--- src/rtl/uart_rx_fsm.sv ---
`default_nettype none
// ============================================================================
// Module      : uart_rx_fsm
// Description : 8N1 UART receiver with a 2-flop input synchronizer and a
//               mid-bit sampling FSM. Optional majority-vote sampling is
//               enabled by defining UART_RX_VOTE_EN.
// Revision    : 1.0 - initial release
// ============================================================================
module uart_rx_fsm #(
    parameter int CLKS_PER_BIT = 868
) (
    input  logic       clk,
    input  logic       rst,
    input  logic       rx_in,
    output logic [7:0] rx_data,
    output logic       rx_valid,
    output logic       frame_err,
    output logic       busy
);

    localparam int c_CNT_W = $clog2(CLKS_PER_BIT);
    localparam logic [c_CNT_W-1:0] c_BIT_M1 = c_CNT_W'(CLKS_PER_BIT - 1);

    typedef enum logic [1:0] {
        S_IDLE  = 2'd0,
        S_START = 2'd1,
        S_DATA  = 2'd2,
        S_STOP  = 2'd3
    } state_t;

    state_t             r_state;
    logic               r_sync1;
    logic               r_rx_s;
    logic               r_rx_d;
    logic [c_CNT_W-1:0] r_cnt;
    logic [2:0]         r_bit_idx;
    logic [7:0]         r_shift;
    logic [7:0]         r_rx_data;
    logic               r_rx_valid;
    logic               r_frame_err;
    logic               r_busy;
    logic               w_sample;

    always_ff @(posedge clk) begin
        if (rst) begin
            r_sync1 <= 1'b1;
            r_rx_s  <= 1'b1;
            r_rx_d  <= 1'b1;
        end else begin
            r_sync1 <= rx_in;
            r_rx_s  <= r_sync1;
            r_rx_d  <= r_rx_s;
        end
    end

`ifdef UART_RX_VOTE_EN
    // Decision point moves one clock later so the three votes straddle mid-bit.
    localparam logic [c_CNT_W-1:0] c_START_PT = c_CNT_W'(CLKS_PER_BIT / 2);

    logic [1:0] r_hist;

    always_ff @(posedge clk) begin
        if (rst) begin
            r_hist <= 2'b11;
        end else begin
            r_hist <= {r_hist[0], r_rx_s};
        end
    end

    assign w_sample = (r_hist[1] & r_hist[0]) | (r_hist[1] & r_rx_s) | (r_hist[0] & r_rx_s);
`else
    localparam logic [c_CNT_W-1:0] c_START_PT = c_CNT_W'(CLKS_PER_BIT / 2 - 1);

    assign w_sample = r_rx_s;
`endif

    always_ff @(posedge clk) begin
        if (rst) begin
            r_state     <= S_IDLE;
            r_cnt       <= '0;
            r_bit_idx   <= 3'd0;
            r_shift     <= 8'h00;
            r_rx_data   <= 8'h00;
            r_rx_valid  <= 1'b0;
            r_frame_err <= 1'b0;
            r_busy      <= 1'b0;
        end else begin
            r_rx_valid  <= 1'b0;
            r_frame_err <= 1'b0;
            case (r_state)
                S_IDLE: begin
                    r_cnt     <= '0;
                    r_bit_idx <= 3'd0;
                    // Only a fresh high-to-low transition starts a frame.
                    if (r_rx_d && !r_rx_s) begin
                        r_state <= S_START;
                        r_busy  <= 1'b1;
                    end
                end
                S_START: begin
                    if (r_cnt == c_START_PT) begin
                        r_cnt <= '0;
                        if (!w_sample) begin
                            r_state <= S_DATA;
                        end else begin
                            r_state <= S_IDLE;
                            r_busy  <= 1'b0;
                        end
                    end else begin
                        r_cnt <= r_cnt + 1'b1;
                    end
                end
                S_DATA: begin
                    if (r_cnt == c_BIT_M1) begin
                        r_cnt     <= '0;
                        r_shift   <= {w_sample, r_shift[7:1]};
                        r_bit_idx <= r_bit_idx + 3'd1;
                        if (r_bit_idx == 3'd7) begin
                            r_state <= S_STOP;
                        end
                    end else begin
                        r_cnt <= r_cnt + 1'b1;
                    end
                end
                S_STOP: begin
                    if (r_cnt == c_BIT_M1) begin
                        r_cnt   <= '0;
                        r_state <= S_IDLE;
                        r_busy  <= 1'b0;
                        if (w_sample) begin
                            r_rx_data  <= r_shift;
                            r_rx_valid <= 1'b1;
                        end else begin
                            r_frame_err <= 1'b1;
                        end
                    end else begin
                        r_cnt <= r_cnt + 1'b1;
                    end
                end
                default: begin
                    r_state <= S_IDLE;
                    r_cnt   <= '0;
                    r_busy  <= 1'b0;
                end
            endcase
        end
    end

    assign rx_data   = r_rx_data;
    assign rx_valid  = r_rx_valid;
    assign frame_err = r_frame_err;
    assign busy      = r_busy;

endmodule
`default_nettype wire

--- config.mk ---
export PLATFORM = sky130hd
export DESIGN_NAME = uart_rx_fsm
export DESIGN_NICKNAME = d
export VERILOG_FILES = /design/src/rtl/uart_rx_fsm.sv
export SDC_FILE = /design/constraint.sdc
export NUM_CORES = 1
export LEC_CHECK = 0
export BUFFER_PORTS_ARGS = -buffer_cell sky130_fd_sc_hd__buf_4
export CORE_MARGIN = 2
export CORE_UTILIZATION = 30
export CTS_CLUSTER_DIAMETER = 60
export CTS_CLUSTER_SIZE = 28
export DETAILED_ROUTE_END_ITERATION = 16
export GPL_TIMING_DRIVEN = 0
export SYNTH_ARGS = -nofsm -noshare
export SYNTH_HDL_FRONTEND = slang
export SYNTH_SLANG_ARGS = --single-unit
--- constraint.sdc ---
create_clock -name clk -period 3.7 [get_ports clk]
set_input_delay 0.555 -clock clk [delete_from_list [all_inputs] [get_ports clk]]
set_output_delay 0.555 -clock clk [all_outputs]
set_load 0.01 [all_outputs]
==> flow_metrics.py, run 1 <==
metrics = {
    "detailed_routing": {
        "drtIter0Drc": 81,
        "drt_wl_total_um": 2700,
        "num_vias": 1105,
        "ant_nets": 0,
        "wl_per_cell_um": 10.9,
        "vias_per_cell": 4.46,
        "firstDrtPassIters": 4,
        "drc": 0,
    },
    "sta": {
        "finalCritPeriodShare": 0.555,
        "finalSetupTns_ps": 0,
        "fin_skew_ps": 7.34,
        "slew_violations": 0,
        "setup_violations": 0,
        "finalHoldViolations": 0,
        "worstMarginPinSlew_ps": 734,
        "rsz0062_at_grt": "false",
        "max_slew_margin": 0.507,
        "fmax_mhz": 487,
        "min_period_ps": 2050,
    },
    "clock_network": {
        "cts-buffers-inserted": 5,
        "clk_pin_slew_ps": 80,
        "cts_tree": "done",
        "htreeDepth": 2,
        "cts.path.max_buffers": 2,
        "clock_tree.root_cell": "clkbuf_8",
        "clk_latency_ps": 290,
        "cts_resized": 0,
        "postCtsSetupRepairBufs": 0,
        "clock_sinks": 37,
        "cts_hold_buf": 0,
    },
    "worst_setup_path": {
        "worstPathRequired_ps": 3870,
        "rr_worst_depth": 6,
        "endpoint_kind": "register",
        "path_cells": "ha_1 -> nand4b_2 -> or3_4 -> buf_6 -> a32oi_4 -> nor2_1",
        "slowest_stage": "or3_4",
        "worstSetupPathType": "register to register",
        "cp_top_family": "simple AND/OR/NAND/NOR gates",
        "critPathLaunchType": "register",
        "setup.reg_to_reg.worst_slack_ps": 1650,
        "cpPeakStageDelay_ps": 430,
        "rr_startpoint": "r_cnt[0]",
        "worstPathArrival_ps": 2220,
        "critical_path.max_fanout": 10,
        "critPathBufInv": 1,
        "r2r-end": "r_cnt[2]",
    },
    "worst_hold_path": {
        "hold_depth": 1,
        "min_from": "r_sync1",
        "hp-class": "register to register",
        "hold_end": "r_rx_s",
    },
    "power": {
        "seqPwrFrac": 0.582,
        "clockPowerShare": 0.394,
        "power.switching_uw": 155,
        "p_leak_uw": 0.000639,
        "vdd_drop_max_mv": 0.112,
        "p_sw_frac": 0.223,
        "combPwrFrac": 0.024,
        "powerDensity_nw_per_um2": 378,
        "internal-power_uw": 538,
    },
    "layout": {
        "mostFrequentLayoutCells": "dfxtp_1 (37), nor2_1 (31), mux2i_1 (16)",
        "drive_gt1_frac": 0.169,
        "nets": 184,
        "layout_commonest_cell": "dfxtp_1",
        "area_growth_pct": 16.6,
        "fillers": 543,
        "seqCellArea_um2": 741,
        "fin_util": 0.361,
        "diodes": 0,
        "multi_input_comb_area_um2": 777,
    },
    "place": {
        "routabilityCongestion": 0.731,
        "dp_hpwl_um": 1870,
        "numPortBuffers": 12,
    },
    "global_routing": {
        "grt_pass1_wl_um": 4780,
        "grt_max_degree": 12,
        "antenna_found_initial": 0,
        "gr-total-overflow": 0,
        "grt_pass1_vias": 1035,
        "track_usage": 0.104,
    },
    "status": {
        "status": "finished clean",
    },
    "yosys": {
        "synth.distinct_cells": 35,
        "synth_fp_nets": 165,
        "syn_area_um2": 1570,
        "seq_area_frac_synth": 0.472,
        "synth_top_area_frac": 0.472,
        "synth_cells": 158,
        "netlist_top_cells_area": "dfxtp_1 (47%), mux2i_1 (10%), nor2_1 (7.4%), ha_1 (3.2%), xor2_1 (2.8%)",
        "avgSynthCellArea_um2": 9.94,
        "yosys_warnings": 0,
        "synth_top_cell_by_area": "dfxtp_1",
        "ys_ff_latch": 37,
    },
    "die": {
        "dieHeight_um": 76.3,
        "core_um2": 5070,
        "initial_utilization": 0.309,
        "row_count": 26,
        "die_x_um": 76.3,
        "pin_count": 14,
        "fp.dieArea_um2": 5830,
    },
    "run": {
        "max_cap_violations": 0,
    },
}
## worst register-to-register path, delay by kind of cell (launching register included)
kind | cells | cell delay, ps
simple gates | 3 | 770
flops | 1 | 390
compound gates | 1 | 380
fa+ha+maj | 1 | 250
buf+inv | 1 | 150
## kinds of logic (layout without fill, tap and decap cells)
| group | Yosys count | in the layout | share of synthesized area |
|---|---|---|---|
| adders and majority gates | 4 | 4 | 0.0319 |
| muxes | 16 | 16 | 0.102 |
| buffers and inverters | 10 | 30 | 0.0335 |
| DFF | 37 | 37 | 0.472 |
| AOI/OAI and AO/OA | 10 | 10 | 0.0558 |
| and+or+nand+nor | 73 | 73 | 0.261 |
| xor gates and xnor gates | 8 | 8 | 0.0446 |
## how the worst max path moves through the flow
stage | slack [ps] | to | from | cells past startpoint
global route | 1470 | rx_data[7] | r_cnt[0] | 5
finish | 1650 | r_cnt[2] | r_cnt[0] | 6
global placement | 1650 | r_cnt[4] | r_cnt[0] | 6
floorplan | 1820 | r_bit_idx[0] | r_cnt[0] | 6
CTS | 1610 | r_cnt[2] | r_cnt[0] | 6
detailed placement | 1620 | r_cnt[2] | r_cnt[0] | 6
## power groups by stage
stage	Sequential (uW)	Clock, uW	Combinational [uW]
6_report	403	272	16.6
3_5_place_dp	413	0	16.9
2_1_floorplan	412	0	11.6
3_3_place_gp	413	0	16.6
4_1_cts	403	283	17.0
5_1_grt	403	305	18.9
## routing by layer
| metal | track usage | part of all wire | up-vias |
|---|---|---|---|
| li1 | - | - | 582 |
| met1 | 0.129 | 0.50 | 504 |
| met2 | 0.153 | 0.43 | 12 |
| met3 | 0.0427 | 0.040 | 7 |
| met4 | 0.0545 | 0.022 | 0 |
| met5 | 0 | 0 | - |
## area by class of cell
| cell class | count | share of cell area |
|---|---|---|
| well taps | 70 | 0.0478 |
| clock inverters | 2 | 0.00547 |
| clock buffers | 6 | 0.0396 |
| plain buffers | 7 | 0.0226 |
| flip-flops and latches | 37 | 0.405 |
| multi-input cells | 111 | 0.424 |
| inverters | 3 | 0.00615 |
| repair buffers | 12 | 0.0492 |
## cell usage after synthesis
cell type / number
dfxtp_1: 37
nor2_1: 31
mux2i_1: 16
nand2_1: 8
nand3_1: 7
nor3_1: 5
xor2_1: 5
a31oi_1: 4
clkbuf_1: 4
ha_1: 4
inv_1: 3
or2_2: 3
xnor2_1: 3
a21oi_1: 2
buf_6: 2
nand2b_1: 2
nand3b_1: 2
nand4b_1: 2
nor4_4: 2
a21o_1: 1
a32oi_4: 1
and3_1: 1
and4_1: 1
and4_2: 1
and4b_1: 1
buf_1: 1
nand4_1: 1
nand4b_2: 1
nor3b_1: 1
nor4b_1: 1
o221ai_1: 1
o31a_1: 1
or2_1: 1
or3_1: 1
or3_4: 1
## flip-flops by register name, summed over array words and instances (netlist names), named ones only
signal,count
rx_valid,1
r_bit_idx,3
r_rx_d,1
rx_data,8
busy,1
r_cnt,10
r_shift,8
r_state,1
r_rx_s,1
frame_err,1
r_sync1,1
## through the flow
stage | worst slack [ps] | std cells | area, um2 | total power, uW | hold WS, ps
after detailed placement | 1620 | 240 | 1750 | 429 | 400
after global routing | 1470 | 248 | 1830 | 728 | 418
after global placement | 1650 | 240 | 1750 | 429 | 392
final | 1650 | 248 | 1830 | 692 | 407
after floorplan | 1820 | 158 | 1570 | 424 | 389
after CTS | 1610 | 248 | 1830 | 704 | 416
Note: power is estimated with default switching activity, not from simulation.
==> inputs of run 2 (changes only) <==
--- a/config.mk
+++ b/config.mk
@@ -5,6 +5,7 @@
 export SDC_FILE = /design/constraint.sdc
 export NUM_CORES = 1
 export LEC_CHECK = 0
+export ABC_AREA = 1
 export BUFFER_PORTS_ARGS = -buffer_cell sky130_fd_sc_hd__buf_4
 export CORE_MARGIN = 2
 export CORE_UTILIZATION = 30
==> constraint.sdc (replaced) <==
create_clock -name clk -period 2.1 [get_ports clk]
set_input_delay 0.315 -clock clk [delete_from_list [all_inputs] [get_ports clk]]
set_output_delay 0.315 -clock clk [all_outputs]
set_load 0.01 [all_outputs]
==> flow_metrics.py, run 2 <==
metrics = {
    "yosys": {
        "async_reset_ff_frac": 0,
        "synth.distinct_cells": 31,
        "synth_top_area_frac": 0.462,
        "synth_most_common_cell": "dfxtp_1",
        "synth_top_cell_by_area": "dfxtp_1",
        "yosys_warnings": 0,
        "synth_cells": 196,
        "ys_ff_latch": 37,
        "ys.flop_type": "dfxtp_1",
        "synth_edf_count": 0,
        "avgSynthCellArea_um2": 8.18,
        "ys_top_cells_by_count": "dfxtp_1 (37), nor2_1 (32), nand2_1 (24)",
        "netlist_top_cells_area": "dfxtp_1 (46%), nor2_1 (7.5%), nand2_1 (5.6%), inv_1 (5.1%), a21oi_1 (4.7%)",
        "syn_area_um2": 1600,
        "synth_fp_nets": 203,
        "seq_area_frac_synth": 0.462,
    },
    "layout": {
        "multi_input_comb_area_um2": 726,
        "area_growth_pct": 19.9,
        "regMostFlops": "r_cnt",
        "diodes": 0,
        "nets": 223,
        "mostFrequentLayoutCells": "dfxtp_1 (37), nor2_1 (32), nand2_1 (24)",
        "seqCellArea_um2": 741,
        "drive_gt1_frac": 0.230,
        "largest_reg_flops": 10,
        "layout_commonest_cell": "dfxtp_1",
        "fillers": 560,
        "final_area_um2": 1920,
    },
    "power": {
        "p_leak_uw": 0.000802,
        "clockPowerShare": 0.465,
        "internal-power_uw": 1220,
        "combPwrFrac": 0.067,
        "vdd_drop_max_mv": 0.350,
        "power.switching_uw": 325,
        "powerDensity_nw_per_um2": 805,
        "power_uw": 1550,
        "seqPwrFrac": 0.468,
        "p_sw_frac": 0.210,
    },
    "place": {
        "numPortBuffers": 13,
        "placed_area_um2": 1790,
        "dp_hpwl_um": 2110,
        "dp_slack_ps": 451,
        "routabilityCongestion": 0.744,
    },
    "detailed_routing": {
        "drc": 0,
        "num_vias": 1243,
        "wl_per_cell_um": 9.90,
        "ant_nets": 0,
        "firstDrtPassIters": 4,
        "drt_wl_total_um": 2840,
        "drtIter0Drc": 52,
        "vias_per_cell": 4.33,
    },
    "sta": {
        "layout_setup_ws_ps": 468,
        "fmax_mhz": 613,
        "setup_violations": 0,
        "max_slew_margin": 0.713,
        "finalCritPeriodShare": 0.777,
        "finalHoldViolations": 0,
        "rsz0062_at_grt": "false",
        "finalSetupTns_ps": 0,
        "fin_skew_ps": 7.36,
        "slew_violations": 0,
        "min_period_ps": 1630,
        "worstMarginPinSlew_ps": 430,
    },
    "worst_setup_path": {
        "worstPathArrival_ps": 1820,
        "rr_worst_depth": 9,
        "r2r-end": "rx_data[2]",
        "rr_startpoint": "r_cnt[0]",
        "worstSetupPathType": "register to register",
        "critPathLaunchType": "register",
        "critical_path.max_fanout": 10,
        "setup.reg_to_reg.worst_slack_ps": 470,
        "endpoint_kind": "register",
        "worstPathRequired_ps": 2290,
    },
    "worst_hold_path": {
        "hold_end": "r_sync1",
        "min_from": "rx_in",
        "hold_depth": 2,
        "hp-class": "input pin to register",
    },
    "die": {
        "initial_utilization": 0.312,
        "core_um2": 5140,
        "pin_count": 14,
        "fp.dieArea_um2": 5950,
        "dieHeight_um": 77.1,
        "die_x_um": 77.1,
        "row_count": 26,
    },
    "clock_network": {
        "cts_resized": 0,
        "clk_latency_ps": 290,
        "htreeDepth": 2,
        "cts_hold_buf": 0,
        "clk_pin_slew_ps": 80,
        "cts.path.max_buffers": 2,
        "clock_tree.root_cell": "clkbuf_8",
        "cts-buffers-inserted": 5,
        "postCtsSetupRepairBufs": 0,
        "clock_sinks": 37,
        "cts_tree": "done",
    },
    "global_routing": {
        "gr-total-overflow": 0,
        "track_usage": 0.108,
        "grt_pass1_wl_um": 5170,
        "grt_pass1_vias": 1180,
        "antenna_found_initial": 0,
        "grt_max_degree": 13,
    },
    "status": {
        "status": "finished clean",
    },
    "run": {
        "max_cap_violations": 0,
    },
}
[run 2: power by group through the flow]
stage	clock (uW)	sequential [uW]	combinational, uW
final	720	726	103
after CTS	739	725	105
after global placement	0	742	104
after detailed placement	0	742	105
after floorplan	0	742	74.9
after global routing	774	728	121
[run 2: logic make-up after synthesis]
logic type / count (synthesis) / share of synthesized area
AOI/OAI and AO/OA: 36 / 0.125
xor gates and xnor gates: 3 / 0.0164
adders and majority gates: 4 / 0.0312
buffers and inverters: 32 / 0.0858
DFF: 37 / 0.462
and+or+nand+nor: 84 / 0.280
[run 2: cell type report]
type	instances	area share
well taps	70	0.0455
inverters	28	0.0560
multi-input cells	127	0.377
clock inverters	3	0.0338
repair buffers	13	0.0507
plain buffers	4	0.0156
clock buffers	5	0.0358
flip-flops and latches	37	0.385
[run 2: worst max-delay path by stage]
stage	startpoint	end	slack [ps]	cells past startpoint
2_1_floorplan	r_cnt[0]	rx_data[2]	640	9
3_5_place_dp	r_cnt[0]	rx_data[2]	450	9
6_report	r_cnt[0]	rx_data[2]	470	9
5_1_grt	r_cnt[0]	rx_data[2]	370	9
4_1_cts	r_cnt[0]	rx_data[2]	440	9
3_3_place_gp	r_cnt[0]	rx_data[2]	490	9
[run 2: stage by stage]
| stage | hold slack, ps | utilization | cells |
|---|---|---|---|
| floorplan | 384 | - | 196 |
| global placement | 392 | 0.348 | 279 |
| detailed placement | 398 | 0.348 | 279 |
| CTS | 197 | 0.374 | 287 |
| global route | 199 | 0.374 | 287 |
| finish | 207 | 0.374 | 287 |
[run 2: per-layer routing]
metal	vias to the layer above	wire, um	track usage	share of wire
met1	556	1420	0.135	0.50
met3	6	82	0.0294	0.029
li1	663	-	-	-
met2	18	1260	0.165	0.44
met4	0	80	0.0643	0.028
met5	-	0	0	0
[run 2: worst max-delay path, cell delays in order, from the launching register on]
cell and delay [ps]:
dfxtp_1 390, ha_1 270, nand2_1 130, nor2_4 150, nand2_4 90, inv_4 80, nand3_4 100, buf_6 160
o21ai_2 120, a21oi_2 40
